==> config.mk <==
export PLATFORM = sky130hd
export DESIGN_NAME = mgc_ace_snoop_tracker
export DESIGN_NICKNAME = d
export VERILOG_FILES = /design/src/rtl/mgc_ace_snoop_tracker.sv
export SDC_FILE = /design/constraint.sdc
export NUM_CORES = 1
export LEC_CHECK = 0
export ABC_AREA = 1
export BUFFER_PORTS_ARGS = -buffer_cell sky130_fd_sc_hd__buf_2
export CELL_PAD_IN_SITES_DETAIL_PLACEMENT = 0
export CELL_PAD_IN_SITES_GLOBAL_PLACEMENT = 1
export CORE_AREA = 2 2 141 143
export CTS_CLUSTER_DIAMETER = 50
export DETAILED_ROUTE_END_ITERATION = 10
export DIE_AREA = 0 0 143 145
export GPL_ROUTABILITY_DRIVEN = 1
export PLACE_DENSITY = 0.87
export SLEW_MARGIN = 10
export SYNTH_ARGS = -nofsm -noshare
export SYNTH_HDL_FRONTEND = slang
export SYNTH_SLANG_ARGS = --single-unit
==> constraint.sdc <==
create_clock -name ACLK -period 11.7 [get_ports ACLK]
set_input_delay 1.17 -clock ACLK [delete_from_list [all_inputs] [get_ports ACLK]]
set_output_delay 1.17 -clock ACLK [all_outputs]
set_load 0.01 [all_outputs]
==> src/rtl/mgc_ace_snoop_tracker.sv <==
// Passive tracker for the ACE snoop channels (AC/CR/CD) of one master port: queues snoop
// addresses, pairs them with CR responses, counts owed CD bursts and flags protocol errors.
module mgc_ace_snoop_tracker #(
    parameter int unsigned ADDR_WIDTH  = 32,
    parameter int unsigned SDATA_WIDTH = 64,
    parameter int unsigned LINE_WIDTH  = 512,
    parameter int unsigned DEPTH       = 4,
    localparam int unsigned CNTW       = $clog2(DEPTH + 1)
) (
    input  logic                  ACLK,
    input  logic                  ARESET,
    input  logic                  ACVALID,
    input  logic                  ACREADY,
    input  logic [ADDR_WIDTH-1:0] ACADDR,
    input  logic [3:0]            ACSNOOP,
    input  logic [2:0]            ACPROT,
    input  logic                  CRVALID,
    input  logic                  CRREADY,
    input  logic [4:0]            CRRESP,
    input  logic                  CDVALID,
    input  logic                  CDREADY,
    input  logic                  CDLAST,
    output logic [CNTW-1:0]       outstanding,
    output logic [CNTW-1:0]       data_owed,
    output logic                  done_valid,
    output logic [ADDR_WIDTH-1:0] done_addr,
    output logic [3:0]            done_snoop,
    output logic [4:0]            done_resp,
    output logic                  err_ac_ovf,
    output logic                  err_ac_unstab,
    output logic                  err_cr_orph,
    output logic                  err_cd_orph,
    output logic                  err_cdlast
);

    localparam int unsigned BEATS = LINE_WIDTH / SDATA_WIDTH;
    localparam int unsigned BW    = (BEATS > 1) ? $clog2(BEATS) : 1;
    localparam int unsigned PW    = $clog2(DEPTH);
    localparam logic [CNTW-1:0] DepthC    = CNTW'(DEPTH);
    localparam logic [CNTW-1:0] OwedMax   = '1;
    localparam logic [BW-1:0]   LastBeat  = BW'(BEATS - 1);

    typedef enum logic {CdIdle, CdBurst} cd_state_e;

    logic ac_hs, cr_hs, cd_hs, full, empty, push, pop;
    logic owed_inc, cd_done, cd_take, cd_exp_last;

    logic [ADDR_WIDTH-1:0] mem_addr [DEPTH];
    logic [3:0]            mem_snoop [DEPTH];

    logic [PW-1:0]         wr_ptr_q, wr_ptr_d, rd_ptr_q, rd_ptr_d;
    logic [CNTW-1:0]       cnt_q, cnt_d, owed_q, owed_d;
    logic [BW-1:0]         beat_q, beat_d;
    cd_state_e             cd_state_q, cd_state_d;

    logic                  ac_wait_q, ac_wait_d;
    logic [ADDR_WIDTH-1:0] ac_addr_prev_q, ac_addr_prev_d;
    logic [3:0]            ac_snoop_prev_q, ac_snoop_prev_d;
    logic [2:0]            ac_prot_prev_q, ac_prot_prev_d;

    logic                  done_valid_q, done_valid_d;
    logic [ADDR_WIDTH-1:0] done_addr_q, done_addr_d;
    logic [3:0]            done_snoop_q, done_snoop_d;
    logic [4:0]            done_resp_q, done_resp_d;
    logic                  err_ac_ovf_q, err_ac_ovf_d;
    logic                  err_ac_unstab_q, err_ac_unstab_d;
    logic                  err_cr_orph_q, err_cr_orph_d;
    logic                  err_cd_orph_q, err_cd_orph_d;
    logic                  err_cdlast_q, err_cdlast_d;

    assign ac_hs = ACVALID & ACREADY;
    assign cr_hs = CRVALID & CRREADY;
    assign cd_hs = CDVALID & CDREADY;
    assign full  = (cnt_q == DepthC);
    assign empty = (cnt_q == '0);
    // A full FIFO drops the AC even when a pop happens in the same cycle.
    assign push  = ac_hs & ~full;
    assign pop   = cr_hs & ~empty;

    always_ff @(posedge ACLK) begin
        if (push) begin
            mem_addr[wr_ptr_q]  <= ACADDR;
            mem_snoop[wr_ptr_q] <= ACSNOOP;
        end
    end

    always_comb begin
        wr_ptr_d = wr_ptr_q + PW'(push);
        rd_ptr_d = rd_ptr_q + PW'(pop);
        cnt_d    = cnt_q;
        if (push && !pop) begin
            cnt_d = cnt_q + 1'b1;
        end else if (pop && !push) begin
            cnt_d = cnt_q - 1'b1;
        end

        done_valid_d = pop;
        done_addr_d  = done_addr_q;
        done_snoop_d = done_snoop_q;
        done_resp_d  = done_resp_q;
        if (pop) begin
            done_addr_d  = mem_addr[rd_ptr_q];
            done_snoop_d = mem_snoop[rd_ptr_q];
            done_resp_d  = CRRESP;
        end

        ac_wait_d       = ACVALID & ~ACREADY;
        ac_addr_prev_d  = ACADDR;
        ac_snoop_prev_d = ACSNOOP;
        ac_prot_prev_d  = ACPROT;
        err_ac_unstab_d = ac_wait_q & ACVALID &
                          ((ACADDR != ac_addr_prev_q) | (ACSNOOP != ac_snoop_prev_q) |
                           (ACPROT != ac_prot_prev_q));
        err_ac_ovf_d    = ac_hs & full;
        err_cr_orph_d   = cr_hs & empty;
    end

    // beat_q is 0 in CdIdle, so the same last-beat compare covers BEATS==1.
    always_comb begin
        cd_state_d    = cd_state_q;
        beat_d        = beat_q;
        cd_done       = 1'b0;
        err_cdlast_d  = 1'b0;
        err_cd_orph_d = 1'b0;
        cd_take       = cd_hs & ((cd_state_q == CdBurst) | (owed_q != '0));
        cd_exp_last   = (beat_q == LastBeat);
        if (cd_take) begin
            err_cdlast_d = (CDLAST != cd_exp_last);
            if (cd_exp_last) begin
                beat_d     = '0;
                cd_state_d = CdIdle;
                cd_done    = 1'b1;
            end else begin
                beat_d     = beat_q + 1'b1;
                cd_state_d = CdBurst;
            end
        end else if (cd_hs) begin
            err_cd_orph_d = 1'b1;
        end

        owed_inc = pop & CRRESP[0];
        owed_d   = owed_q;
        if (owed_inc && !cd_done) begin
            owed_d = (owed_q == OwedMax) ? owed_q : owed_q + 1'b1;
        end else if (cd_done && !owed_inc) begin
            owed_d = owed_q - 1'b1;
        end
    end

    always_ff @(posedge ACLK or posedge ARESET) begin
        if (ARESET) begin
            wr_ptr_q        <= '0;
            rd_ptr_q        <= '0;
            cnt_q           <= '0;
            owed_q          <= '0;
            beat_q          <= '0;
            cd_state_q      <= CdIdle;
            ac_wait_q       <= 1'b0;
            ac_addr_prev_q  <= '0;
            ac_snoop_prev_q <= '0;
            ac_prot_prev_q  <= '0;
            done_valid_q    <= 1'b0;
            done_addr_q     <= '0;
            done_snoop_q    <= '0;
            done_resp_q     <= '0;
            err_ac_ovf_q    <= 1'b0;
            err_ac_unstab_q <= 1'b0;
            err_cr_orph_q   <= 1'b0;
            err_cd_orph_q   <= 1'b0;
            err_cdlast_q    <= 1'b0;
        end else begin
            wr_ptr_q        <= wr_ptr_d;
            rd_ptr_q        <= rd_ptr_d;
            cnt_q           <= cnt_d;
            owed_q          <= owed_d;
            beat_q          <= beat_d;
            cd_state_q      <= cd_state_d;
            ac_wait_q       <= ac_wait_d;
            ac_addr_prev_q  <= ac_addr_prev_d;
            ac_snoop_prev_q <= ac_snoop_prev_d;
            ac_prot_prev_q  <= ac_prot_prev_d;
            done_valid_q    <= done_valid_d;
            done_addr_q     <= done_addr_d;
            done_snoop_q    <= done_snoop_d;
            done_resp_q     <= done_resp_d;
            err_ac_ovf_q    <= err_ac_ovf_d;
            err_ac_unstab_q <= err_ac_unstab_d;
            err_cr_orph_q   <= err_cr_orph_d;
            err_cd_orph_q   <= err_cd_orph_d;
            err_cdlast_q    <= err_cdlast_d;
        end
    end

    assign outstanding   = cnt_q;
    assign data_owed     = owed_q;
    assign done_valid    = done_valid_q;
    assign done_addr     = done_addr_q;
    assign done_snoop    = done_snoop_q;
    assign done_resp     = done_resp_q;
    assign err_ac_ovf    = err_ac_ovf_q;
    assign err_ac_unstab = err_ac_unstab_q;
    assign err_cr_orph   = err_cr_orph_q;
    assign err_cd_orph   = err_cd_orph_q;
    assign err_cdlast    = err_cdlast_q;

endmodule

# == Yosys cells after proc, flatten, opt, wreduce, memory -nomap -nowiden ==
# Memories as Yosys holds them, arrays and structs flattened. A register that Yosys moved wholly into a read port is not among the register bits.
# Index checks and enable logic that the tools add are counted.
# word_totals
register_bits,65
ramBits,144
input_bits,53
out_inout_bits,53
wordCells,79
n_memories,2
# op_classes
n_addsub,7
eq_ne,8
mux,14
n_bitwise,18
n_reduce_logical,13
# mem_list
name,depth,word_bits,read_ports,rd_ports_with_merged_regs,wr,line,rtl
mem_addr,4,32,1,1,1,48,logic [ADDR_WIDTH-1:0] mem_addr [DEPTH];
mem_snoop,4,4,1,1,1,49,logic [3:0] mem_snoop [DEPTH];
# ops
operator,n
!= test 32 bit,1
two-way mux 3 bit,6
bitwise AND 1 bit,12
"adder 3 x 1 -> 3 bit, second input constant",3
"equality test 3 bit, second input constant",3
two-way mux 1 bit,8
"subtractor 3 x 1 -> 3 bit, second input constant",2
adder 2 x 1 -> 2 bit,2
logical AND 1 bit,4
logical NOT 1 bit,4
!= test 4 bit,1
nonzero test 2 bit,2
logical NOT 3 bit,1
!= test 3 bit,1
inverter 1 bit,3
bitwise OR 1 bit,3
nonzero test 3 bit,1
"!= test 2 bit, second input constant",1
AND reduction 2 bit,1
!= test 1 bit,1

# == Depth between registers and ports, before layout ==
# logic_depth
depth_word,8
depth_mapped,12
ltp_nobuf,12

# == Worst setup path before layout ==
# OpenSTA, ideal clock, no wires.
# synth_path
path_kind,input-to-reg
start,input ACREADY
end,memory mem_addr[0][0] (enable)
setup_ns,0.474
t_arrival_ns,3.799
required_time_ns,11.226
slack_ns,7.427
path_stages,2
n_path_buf,0
path_cell_list,nand3_1 -> nor3_1
# synth_via
elab_chain_cells,4
# synth_lines
element,line,rtl
"start, declared",13,"input logic ACREADY,"
bitwise AND 1 bit,71,assign ac_hs = ACVALID & ACREADY;
bitwise AND 1 bit,77,assign push = ac_hs & ~full;
two-way mux 1 bit,81,if (push) begin
two-way mux 1 bit (not written as such),82,mem_addr[wr_ptr_q] <= ACADDR;
"end, declared",48,
# Every way passes these cells.

# == Worst setup path in the final report ==
# layout_path
start,register owed_q[0] (netlist: data_owed[0])
end,output data_owed[0]
# layout_lines
element,line,rtl
"start, declared",52,"logic [CNTW-1:0] cnt_q, cnt_d, owed_q, owed_d;"
"start signal, assigned",175,owed_q <= owed_d;
"end, declared",24,"output logic [CNTW-1:0] data_owed,"
# No word-level cell between the ends.

==> reports/metrics.cfg <==
[synth]
yosys.area.top_type_share_pct = 45.6
yosys_warnings = 0
yosys-top-cells-area = edfxtp_1, dfrtp_1, nor2_1
synth_area_leader_cell = edfxtp_1
syn_inst = 812
synthesis.nets = 872
ys_seq_area_share_pct = 72.2
syn_avg_cell_area_um2 = 11.7
yosysUniqueCellTypes = 27
ys_ff_latch = 245
syn-cell-area_um2 = 9490

[critical_path]
critical-path-top-delay-family = flip-flops
crit_arrival_ns = 1.15
regToRegEndpoint = outstanding[2]
reg2reg_depth = 10
crit_fanout = 5
cpPeakStageDelay_ns = 0.45
critical_path_class = flip-flop to output pin
crit_required_ns = 10.53
cp_slowest_cell = dfrtp_1
critical_path_buf_inv_count = 1
path_cells = buf_2
end_kind = output pin
worstSetupStartpointType = flip-flop
reg2reg_slack_ns = 9.59
r2r_start = outstanding[0]

[hold_path]
hp-start = done_resp[1]
min-delay-path-class = flip-flop to flip-flop
hold_end = done_resp[1]
min_path_cells = 2

[die]
pin_count = 106
die-area_um2 = 20700
placementRows = 51
initial_utilization_pct = 49.4
fp.dieW_um = 143
core_area_um2 = 19200
die_y_um = 145

[finish]
syn2layout_area_growth_pct = 17.9
nets = 984
nFillCells = 1566
drive_above_1_share_pct = 18.6

[power]
p_leak_nw = 4.63
peakVddDrop_uv = 180
powerDensity_nw_per_um2 = 237

[grt]
track_usage_pct = 18.5
grt_first_pass_wirelength_um = 30400
antenna_found_initial = 2
grt_overflow_total = 0
grt_max_degree = 74
grt_pass1_vias = 6003

[place]
dp_hpwl_um = 10600
io_buffers = 105
place.gp.congestion = 0.710
dp_slack_ns = 8.90

[clock_tree]
numCtsBuffers = 27
holdBufCountCts = 0
cts_max_level = 1
clkSinkCount = 245
cts_setup_buffers = 0
clk_pin_slew_ns = 0.06
tritoncts = done
cts-resized-gates = 0
clock-root-buffer = clkbuf_16
worst_skew_pair.late_latency_ns = 0.52
ctsLongestPathBuffers = 3

[run_status]
status = finished clean

[route]
dr_total_vias = 5950
vias_per_cell = 4.91
wl_per_cell_um = 15.5
drt_iter0_markers = 415
drc = 0
ant_nets = 0
wl_um = 18800
drt-pass1-iter-count = 4

[timing]
rsz0062_at_grt = false
min_period_ns = 2.32
hold_violations = 0
relSlewSlack_pct = 25.0
setup_viol = 0
final.setup_skew_ns = 0.00731
worstMarginPinSlew_ns = 1.12
min_period_over_period_pct = 19.8
fmax_ghz = 0.432
worst_slack_ns = 9.38
maxSlewViolCount = 0
setup_tns_ns = 0

[job]
maxCapViolations = 0

==> per-layer routing <==
metal	part of all wire (%)	up-vias	GRT usage, %
li1	-	2938	-
met1	42	2814	24.0
met2	50	165	31.1
met3	6.1	33	3.83
met4	2.1	0	6.24
met5	0	-	0
==> synth_stat cells <==
master,instances
nand3_4,1
buf_2,14
nand3_2,2
nand3b_1,1
buf_6,4
o21ai_0,64
xnor2_1,5
mux2i_1,1
dfrtp_1,101
or2_4,1
edfxtp_1,144
ha_1,5
inv_2,6
a21oi_1,2
xor2_1,18
fa_1,2
inv_1,47
nor3_1,4
clkbuf_1,9
nand3_1,7
nand2_1,85
nand2_4,2
clkbuf_2,3
nor2_4,1
a31oi_1,36
nor2_1,234
o21ai_1,13
==> cells by family (layout without fill, tap and decap cells) <==
group | Yosys count | after routing | synth area share, %
buffers and inverters | 83 | 216 | 3.82
DFF | 245 | 245 | 72.2
adders and majority gates | 7 | 7 | 1.08
other | 0 | 3 | 0
muxes | 1 | 1 | 0.105
xor gates and xnor gates | 23 | 23 | 2.12
and+or+nand+nor | 338 | 338 | 14.1
AOI/OAI and AO/OA | 115 | 115 | 6.54
==> flip-flops by register name, indices dropped and copies added (netlist names), 4 cells and up <==
name,cells
mem_addr,128
ac_addr_prev_q,32
done_addr,32
mem_snoop,16
done_resp,5
ac_snoop_prev_q,4
done_snoop,4
==> where the power goes <==
group	leakage (nW)	internal, W	switching (W)	total, W
sequential	2.48	0.00107	0.0000822	0.00116
clock	0.447	0.000524	0.000337	0.000861
combinational	1.70	0.000219	0.000416	0.000635
total	4.63	0.00182	0.000835	0.00265
==> area by class of cell <==
type	count	area (um2)	area share [%]
tap	265	332	2.96
inverter	53	201	1.80
timing repair buffer	113	586	5.23
clock buffer	34	712	6.36
multi-input combinational	484	2290	20.5
clock inverter	16	204	1.82
antenna	3	7.51	0.0671
sequential	245	6850	61.2
==> stage by stage <==
step / power [W] / instances / hold slack [ns] / instance area, um2 / util, %
6_report: 0.00265 / 1213 / 0.485 / 11200 / 58.3
5_1_grt: 0.00281 / 1210 / 0.513 / 11200 / 58.2
2_1_floorplan: 0.00159 / 812 / 0.455 / 9490 / -
3_3_place_gp: 0.00180 / 1160 / 0.470 / 10300 / 53.5
3_5_place_dp: 0.00182 / 1160 / 0.468 / 10300 / 53.5
4_1_cts: 0.00268 / 1210 / 0.487 / 11200 / 58.2
==> cell usage in the layout, fill, tap and decap left out, types with 3 or more instances in the layout <==
master,synthesis,routed
inv_6,0,4
ha_1,5,5
edfxtp_1,144,144
o21ai_1,13,13
inv_1,47,46
clkbuf_16,0,27
dfrtp_1,101,99
buf_4,0,8
o21ai_0,64,64
clkinv_2,0,4
xor2_1,18,18
nand3_1,7,7
inv_2,6,6
diode_2,0,3
nand2_1,85,85
buf_2,14,105
bufinv_16,0,4
nor2_1,234,234
nor3_2,0,4
a31oi_1,36,36
xnor2_1,5,5
clkbuf_1,9,6
==> how the worst max path moves through the flow <==
stage / startpoint / end / slack, ns / depth (start not counted)
2_1_floorplan: ACREADY / mem_addr[0][0] / 7.43 / 2
3_3_place_gp: CRVALID / rd_ptr_q[1] / 8.94 / 8
3_5_place_dp: CRVALID / rd_ptr_q[1] / 8.90 / 8
4_1_cts: data_owed[0] / data_owed[0] / 9.36 / 1
5_1_grt: CRVALID / rd_ptr_q[1] / 9.29 / 8
6_report: data_owed[0] / data_owed[0] / 9.38 / 1
Note: power is estimated with default switching activity, not from simulation.
